`src/rtl/mod_demod_pkg.sv`:
```
// Shared types and constants for the mod/demod scheduler.
//   WIDTH_C : native codeword width of the mod/demod datapath
//   word_t  : one codeword
//   state_e : scheduler FSM states
package mod_demod_pkg;

   localparam int unsigned WIDTH_C = 21;

   typedef logic [WIDTH_C-1:0] word_t;

   typedef enum logic [1:0] {
      StIdle    = 2'd0,
      StSettle  = 2'd1,
      StRespond = 2'd2
   } state_e;

endpackage

```
`src/rtl/rr_arbiter.sv`:
```
// Combinational round-robin pick: the first asserted valid found searching upward from
// ptr_i, wrapping around.
// Ports:
//   valid_i : per-requester request
//   ptr_i   : index with highest priority this cycle
//   grant_o : one-hot grant, all-zero when no request is valid
//   idx_o   : index of the granted requester (0 when none)
module rr_arbiter #(
   parameter int unsigned  NUM_REQ = 2,
   localparam int unsigned IdW     = $clog2(NUM_REQ)
) (
   input  logic [NUM_REQ-1:0] valid_i,
   input  logic [IdW-1:0]     ptr_i,
   output logic [NUM_REQ-1:0] grant_o,
   output logic [IdW-1:0]     idx_o
);

   logic           found;
   logic [IdW-1:0] j;

   always_comb begin
      grant_o = '0;
      idx_o   = '0;
      found   = 1'b0;
      j       = '0;
      for (int unsigned k = 0; k < NUM_REQ; k++) begin
         j = IdW'((32'(ptr_i) + k) % NUM_REQ);
         if (!found && valid_i[j]) begin
            found      = 1'b1;
            grant_o[j] = 1'b1;
            idx_o      = j;
         end
      end
   end

endmodule

```
`src/rtl/mod_demod_sched.sv`:
```
// Shares one combinational mod/demod datapath between NUM_REQ requesters. A word is
// accepted over valid/ready, driven onto the datapath, left to settle, then the datapath
// output is captured and returned with the requester ID and a mismatch flag. A saturating
// mismatch counter supports BER bring-up.
// Ports:
//   clk_i          : clock, rising edge
//   rst_ni         : synchronous active-low reset
//   req_valid_i    : per-requester word valid
//   req_data_i     : packed words, requester i at [i*WIDTH +: WIDTH]
//   req_ready_o    : one-hot grant/accept (IDLE only)
//   dp_mod_in_o    : registered word to datapath
//   dp_demod_out_i : datapath result
//   resp_valid_o   : result available, held until resp_ready_i
//   resp_ready_i   : consumer accepts result
//   resp_id_o      : requester that issued the word
//   resp_data_o    : captured datapath result
//   resp_err_o     : captured result differs from issued word
//   err_count_o    : saturating mismatch count
//   busy_o         : FSM not idle
module mod_demod_sched
   import mod_demod_pkg::*;
#(
   parameter int unsigned  WIDTH         = WIDTH_C,
   parameter int unsigned  NUM_REQ       = 2,
   parameter int unsigned  SETTLE_CYCLES = 2,
   parameter int unsigned  CNT_W         = 16,
   localparam int unsigned IdW           = $clog2(NUM_REQ)
) (
   input  logic                       clk_i,
   input  logic                       rst_ni,
   input  logic [NUM_REQ-1:0]         req_valid_i,
   input  logic [NUM_REQ*WIDTH-1:0]   req_data_i,
   output logic [NUM_REQ-1:0]         req_ready_o,
   output logic [WIDTH-1:0]           dp_mod_in_o,
   input  logic [WIDTH-1:0]           dp_demod_out_i,
   output logic                       resp_valid_o,
   input  logic                       resp_ready_i,
   output logic [IdW-1:0]             resp_id_o,
   output logic [WIDTH-1:0]           resp_data_o,
   output logic                       resp_err_o,
   output logic [CNT_W-1:0]           err_count_o,
   output logic                       busy_o
);

   // Counter holds values 0..SETTLE_CYCLES-1.
   localparam int unsigned SetW = (SETTLE_CYCLES > 1) ? $clog2(SETTLE_CYCLES) : 1;

   state_e             state_q, state_d;
   logic [SetW-1:0]    cnt_q, cnt_d;
   logic [IdW-1:0]     rr_q, rr_d;
   logic [IdW-1:0]     id_q, id_d;
   logic [WIDTH-1:0]   mod_q, mod_d;
   logic [WIDTH-1:0]   rdata_q, rdata_d;
   logic               rvalid_q, rvalid_d;
   logic               rerr_q, rerr_d;
   logic [CNT_W-1:0]   err_q, err_d;

   logic [NUM_REQ-1:0] grant;
   logic [IdW-1:0]     grant_idx;
   logic               accept;
   logic               settle_done;
   logic               resp_fire;
   logic               mismatch;

   rr_arbiter #(
      .NUM_REQ (NUM_REQ)
   ) u_arb (
      .valid_i (req_valid_i),
      .ptr_i   (rr_q),
      .grant_o (grant),
      .idx_o   (grant_idx)
   );

   // Grant is non-zero exactly when some request is valid.
   assign accept      = (state_q == StIdle) && (|req_valid_i);
   assign settle_done = (state_q == StSettle) && (cnt_q == '0);
   assign resp_fire   = (state_q == StRespond) && resp_ready_i;
   // mod_q still holds the issued word while settling.
   assign mismatch    = (dp_demod_out_i != mod_q);

   // State register
   always_ff @(posedge clk_i) begin
      if (!rst_ni) begin
         state_q <= StIdle;
      end else begin
         state_q <= state_d;
      end
   end

   // Next-state logic
   always_comb begin
      state_d = state_q;
      unique case (state_q)
         StIdle:    if (accept)      state_d = StSettle;
         StSettle:  if (cnt_q == '0) state_d = StRespond;
         StRespond: if (resp_ready_i) state_d = StIdle;
         default:   state_d = StIdle;
      endcase
   end

   // FSM outputs
   always_comb begin
      req_ready_o = (state_q == StIdle) ? grant : '0;
      busy_o      = (state_q != StIdle);
   end

   // Datapath / capture next-state
   always_comb begin
      mod_d    = mod_q;
      id_d     = id_q;
      rr_d     = rr_q;
      cnt_d    = cnt_q;
      rvalid_d = rvalid_q;
      rdata_d  = rdata_q;
      rerr_d   = rerr_q;
      err_d    = err_q;
      if (accept) begin
         mod_d = req_data_i[grant_idx*WIDTH +: WIDTH];
         id_d  = grant_idx;
         rr_d  = (32'(grant_idx) == NUM_REQ - 1) ? '0 : grant_idx + 1'b1;
         cnt_d = SetW'(SETTLE_CYCLES - 1);
      end else if (settle_done) begin
         rvalid_d = 1'b1;
         rdata_d  = dp_demod_out_i;
         rerr_d   = mismatch;
         if (mismatch && !(&err_q)) begin
            err_d = err_q + 1'b1;
         end
      end else if (state_q == StSettle) begin
         cnt_d = cnt_q - 1'b1;
      end else if (resp_fire) begin
         rvalid_d = 1'b0;
      end
   end

   always_ff @(posedge clk_i) begin
      if (!rst_ni) begin
         mod_q    <= '0;
         id_q     <= '0;
         rr_q     <= '0;
         cnt_q    <= '0;
         rvalid_q <= 1'b0;
         rdata_q  <= '0;
         rerr_q   <= 1'b0;
         err_q    <= '0;
      end else begin
         mod_q    <= mod_d;
         id_q     <= id_d;
         rr_q     <= rr_d;
         cnt_q    <= cnt_d;
         rvalid_q <= rvalid_d;
         rdata_q  <= rdata_d;
         rerr_q   <= rerr_d;
         err_q    <= err_d;
      end
   end

   assign dp_mod_in_o  = mod_q;
   assign resp_valid_o = rvalid_q;
   assign resp_id_o    = id_q;
   assign resp_data_o  = rdata_q;
   assign resp_err_o   = rerr_q;
   assign err_count_o  = err_q;

endmodule

```
`config.mk`:
```
export PLATFORM = sky130hd
export DESIGN_NAME = mod_demod_sched
export DESIGN_NICKNAME = d
export VERILOG_FILES = /design/src/rtl/mod_demod_pkg.sv /design/src/rtl/rr_arbiter.sv /design/src/rtl/mod_demod_sched.sv
export SDC_FILE = /design/constraint.sdc
export NUM_CORES = 1
export LEC_CHECK = 0
export BUFFER_PORTS_ARGS = -buffer_cell sky130_fd_sc_hd__buf_2
export CAP_MARGIN = 20
export CELL_PAD_IN_SITES_DETAIL_PLACEMENT = 1
export CELL_PAD_IN_SITES_GLOBAL_PLACEMENT = 1
export CORE_MARGIN = 2
export CORE_UTILIZATION = 30
export DETAILED_ROUTE_END_ITERATION = 6
export GPL_ROUTABILITY_DRIVEN = 0
export GPL_TIMING_DRIVEN = 0
export PLACE_DENSITY = 0.76
export SKIP_CTS_REPAIR_TIMING = 1
export SYNTH_ARGS = -nofsm -noshare
export SYNTH_HDL_FRONTEND = slang
export SYNTH_HIERARCHICAL = 1
export SYNTH_SLANG_ARGS = --single-unit
```
`constraint.sdc`:
```
create_clock -name clk_i -period 4.9 [get_ports clk_i]
set_input_delay 0.98 -clock clk_i [delete_from_list [all_inputs] [get_ports clk_i]]
set_output_delay 0.98 -clock clk_i [all_outputs]
set_load 0.01 [all_outputs]
```
# Word level (Yosys, flattened, before mapping)
# Index checks and enable logic that the tools add are counted.
# Widths: inputs -> output; s select.
dict set report totals {
  out_inout_bits 64
  register_bits 65
  elab_cells 75
}
dict set report classes {
  bitwise_logic 3
  n_lt_le_gt_ge 4
  mul 1
  muxes 25
  n_reduce_logical 20
  shift 1
  n_addsub 4
  eq_ne 8
}
# operator count
set op_table {}
lappend op_table {{$shiftx 42x7->21} 1}
lappend op_table {{$ne 21x21->1} 1}
lappend op_table {{$add 16x1->16 const B} 1}
lappend op_table {{$mux 1} 16}
lappend op_table {{$reduce_and 16->1} 1}
lappend op_table {{$mux 2} 6}
lappend op_table {{$ne 2x2->1 const B} 5}
lappend op_table {{$reduce_and 3->1} 3}
lappend op_table {{$logic_and 1x1->1} 7}
lappend op_table {{$mul 1x5->6 const B} 1}
lappend op_table {{$pmux 2 s3} 1}
lappend op_table {{$reduce_bool 2->1} 3}
lappend op_table {{$lt 1x2->1 const B} 2}
lappend op_table {{$reduce_and 2->1} 2}
lappend op_table {{$add 1x1->1 const B} 2}
lappend op_table {{$demux 1 s1} 2}
lappend op_table {{$eq 2x1->1 const B} 1}
lappend op_table {{$eq 2x2->1 const B} 1}
lappend op_table {{$ge 1x1->1 const B} 2}
lappend op_table {{$logic_not 1->1} 2}
lappend op_table {{$logic_not 2->1} 1}
lappend op_table {{$not 1->1} 2}
lappend op_table {{$or 2x2->2} 1}
lappend op_table {{$reduce_or 2->1} 1}
lappend op_table {{$sub 1x1->1 const B} 1}

# Logic depth before layout (Yosys ltp)
dict set report logic_depth {
  word_depth 8
  ltp_mapped 8
  mapped_depth_nobuf 7
}

# Modules after synthesis
# Netlist, hierarchy kept.
# mod area_each_um2 seq_area_each_um2 n_inst cells_each
set modules_own_cells {}
lappend modules_own_cells {mod_demod_sched 2962.8 1301.2 1 350}
lappend modules_own_cells {rr_arbiter 30.0 0.0 1 4}

# Worst setup path after synthesis
# OpenSTA, ideal clock, no wires.
dict set report synth_path {
  path_type {input -> register}
  startpoint {input port dp_demod_out_i[4]}
  endpoint {register err_q[11], in the netlist err_count_o[11]}
  path_stages 7
  arrival_ns 2.334
  setup_time_ns 0.067
  path_slack_ns 2.499
  cell_sequence {xnor2_1 > nand4_1 > or4_4 > o21ai_4 > buf_6 > o31ai_1 > a21oi_2}
}
dict set report synth_via {
  elab_chain_cells 3
}
# item line
set synth_rtl {}
lappend synth_rtl {{start, declared} mod_demod_sched.sv:35} ;# input logic [WIDTH-1:0] dp_demod_out_i,
lappend synth_rtl {{$ne 21x21->1} mod_demod_sched.sv:79} ;# assign mismatch = (dp_demod_out_i != mod_q);
lappend synth_rtl {{$logic_and 1x1->1} mod_demod_sched.sv:126} ;# if (mismatch && !(&err_q)) begin
lappend synth_rtl {{$reduce_and 3->1 (no line)} n/a}
lappend synth_rtl {{end signal, assigned} mod_demod_sched.sv:154} ;# err_q <= err_d;
lappend synth_rtl {{end, declared} mod_demod_sched.sv:56} ;# logic [CNT_W-1:0] err_q, err_d;
# No other way between the ends.
# A chain may end at the register's enable or synchronous reset.

# Worst setup path after layout
# Same ends and word-level chain as after synthesis.

==> results.toml <==
[clock_tree]
clock_latency_ns = 0.33
clkTransAtPathRegs_ns = 0.07
clock_sinks = 65
cts_buffers = 9
cts.path.max_buffers = 2
htree_levels = 3
cts_root_buf = "clkbuf_8"
tritoncts = "yes"

[floorplan]
num_rows = 36
core_um2 = 9730
fp.dieH_um = 104
io_pins = 132
start_util_pct = 30.8
die_area_um2 = 10800
die_width_um = 104

[sta]
period_share_pct = 53.1
fin_skew_ns = 0.00515
tightest_slew_ns = 0.838
hold_ws_ns = 0.455
maxSlewHeadroom_pct = 43.7
slew_viol_final = 0
hold_viol = 0
fmax_mhz = 385
period_needed_ns = 2.60
rsz0062_at_grt = "false"
fin_tns_setup_ns = 0
setup_violations = 0

[route]
avgViaCountPerCell = 4.78
dr_wl_met2_mm = 5.13
first_iter_violations = 67
drt_drc_violations_left = 0
dr.max_layer_used = "met4"
postRouteAntennaNets = 0
routedWlPerCell_um = 15.9
wl_mm = 10.1
num_vias = 3028
dr_wl_met3_um = 403
dr.pass1.iters = 4
drt-met1-wl_mm = 4.44

[global_routing]
first_global_vias = 3230
overflow = 0
grt_first_pass_wirelength_mm = 16.6
grt_antenna_before_repair = 0
grt_start_max_net_pins = 12
grt_util_all_layers_pct = 19.2

[synthesis]
synth_xor_area_share_pct = 6.73
synth.most_common_cell = "dfxtp_1"
netlist_top_cells_count = "dfxtp_1 (65), nand2_1 (60), nor2_1 (35)"
synthFlopType = "dfxtp_1"
synth_area_um2 = 2990
synthDistinctLibCells = 36
synth.mux.area_fraction_pct = 8.36
synth_top_family_by_area = "simple AND/OR/NAND/NOR gates"
yosys.area.top_type = "dfxtp_1"
synth_compound_area_share_pct = 16.6
synthAdderAreaFrac_pct = 0.418
yosysWarningCount = 6
syn_area_per_cell_um2 = 8.45
synth-simple-area-share_pct = 20.9
synthArstFlopShare_pct = 0
ys_seq_area_share_pct = 43.5
synthCells = 354
synth_enable_flop_cells = 0
synthTopCellsByArea = "dfxtp_1 (43%), mux2i_1 (8.4%), nand2_1 (7.5%)"
ys_ff_latch = 65
syn_nets = 423
yosysTopAreaCellShare_pct = 43.5

[placement]
place_inst = 618
io_buffer_count = 131
dp_hpwl_mm = 8.10

[power_and_ir_drop]
vdd_drop_max_mv = 0.151
p_int_mw = 0.890
p_clk_share_pct = 30.9
power_switching_mw = 0.417
pwr-share-comb_pct = 22.3
p_leak_nw = 1.73
seq_power_share_pct = 46.8
switching_share_pct = 31.9
power_density_nw_per_um2 = 328

[finish]
drive_above_1_share_pct = 31.1
final_net_count = 565
fin_cells = 634
area_growth_syn_to_layout_pct = 33.2
finish.utilization_pct = 41.0
n_antenna_cell = 0

[job]
maxCapViolCount = 0

[worst_setup_path]
end_kind = "flip-flop"
worstPathRequired_ns = 5.16
crit_path_start_kind = "input port"
worstPathMaxFanout = 10
crit_arrival_ns = 2.86
critPathKind = "input port to flip-flop"

[status]
status = "finished clean"

[hold_path]
hold_path.class = "flip-flop to flip-flop"
## layout by cell type, fill, tap and decap left out, types with 2 or more instances in the layout
cell type,count
nor2_1,35
a211oi_1,22
dfxtp_1,65
and3_1,2
nand2b_1,4
buf_2,131
inv_1,7
o21ai_1,4
o211ai_1,3
xor2_1,5
nand2_1,60
mux2i_1,25
nor3_1,3
clkbuf_8,10
and2_1,2
a21oi_2,5
o21ai_0,4
clkbuf_1,15
a21boi_1,2
a21oi_1,28
buf_1,4
xnor2_1,18
nor4_1,3
nand4_1,9
or4_1,3
nand3_1,9
or3_1,7
clkinv_2,3
## final cells by class
class                      count  area, um^2
clock inverter                 5        31.3
clock buffer                  11         141
buffer                        19        78.8
fill                        1263        5740
sequential                    65        1300
tap                          133         166
inverter                       7        26.3
multi-input combinational    263        1590
timing repair buffer         131         656
## worst max-delay path, cell delays in order
cell and delay (ns):
buf_2 0.13, xnor2_1 0.23, nand4_1 0.20, or4_4 0.61, o21ai_4 0.29, buf_6 0.20, o31ai_1 0.10, a21oi_2 0.11
## registers in the layout, indices dropped and copies added (netlist names)
register / count
resp_err_o: 1
resp_id_o: 1
state_q: 2
dp_mod_in_o: 21
err_count_o: 16
resp_data_o: 21
cnt_q: 1
rr_q: 1
resp_valid_o: 1
## kinds of logic after synthesis
kind of cell,Yosys count
compound gates,75
fa+ha+maj,1
buf+inv,26
xor+xnor,23
mux,25
simple gates,139
flops,65
## metal layers
layer | GRT usage (%) | up-vias
met5 | 0 | -
met4 | 5.21 | 0
met3 | 4.39 | 8
met2 | 33.4 | 76
met1 | 23.9 | 1424
li1 | - | 1520
## path summary, 6_finish.rpt
kind                                         from         endpoint  slack (ns)  depth (start not counted)
worst max-delay path            dp_demod_out_i[4]  err_count_o[11]        2.30                          8
worst min-delay path              resp_data_o[11]  resp_data_o[11]        0.45                          2
worst max register to register     dp_mod_in_o[4]  err_count_o[11]        2.76                          7
worst min register to register    resp_data_o[11]  resp_data_o[11]        0.45                          2
## stage by stage
| stage | total power, mW | instance area (um^2) | setup WS [ns] |
|---|---|---|---|
| after global placement | 0.910 | 3810 | 1.93 |
| after global routing | 1.39 | 3990 | 2.13 |
| after detailed placement | 0.921 | 3810 | 1.91 |
| final | 1.31 | 3990 | 2.30 |
| after CTS | 1.32 | 3990 | 2.26 |
| after floorplan | 0.786 | 2990 | 2.50 |
## power by group through the flow
stage / logic (mW) / registers, mW / clock network [mW]
floorplan: 0.151 / 0.635 / 0
global placement: 0.288 / 0.622 / 0
detailed placement: 0.297 / 0.624 / 0
CTS: 0.298 / 0.612 / 0.414
global route: 0.327 / 0.618 / 0.443
finish: 0.292 / 0.611 / 0.403
Note: power is estimated with default switching activity, not from simulation.
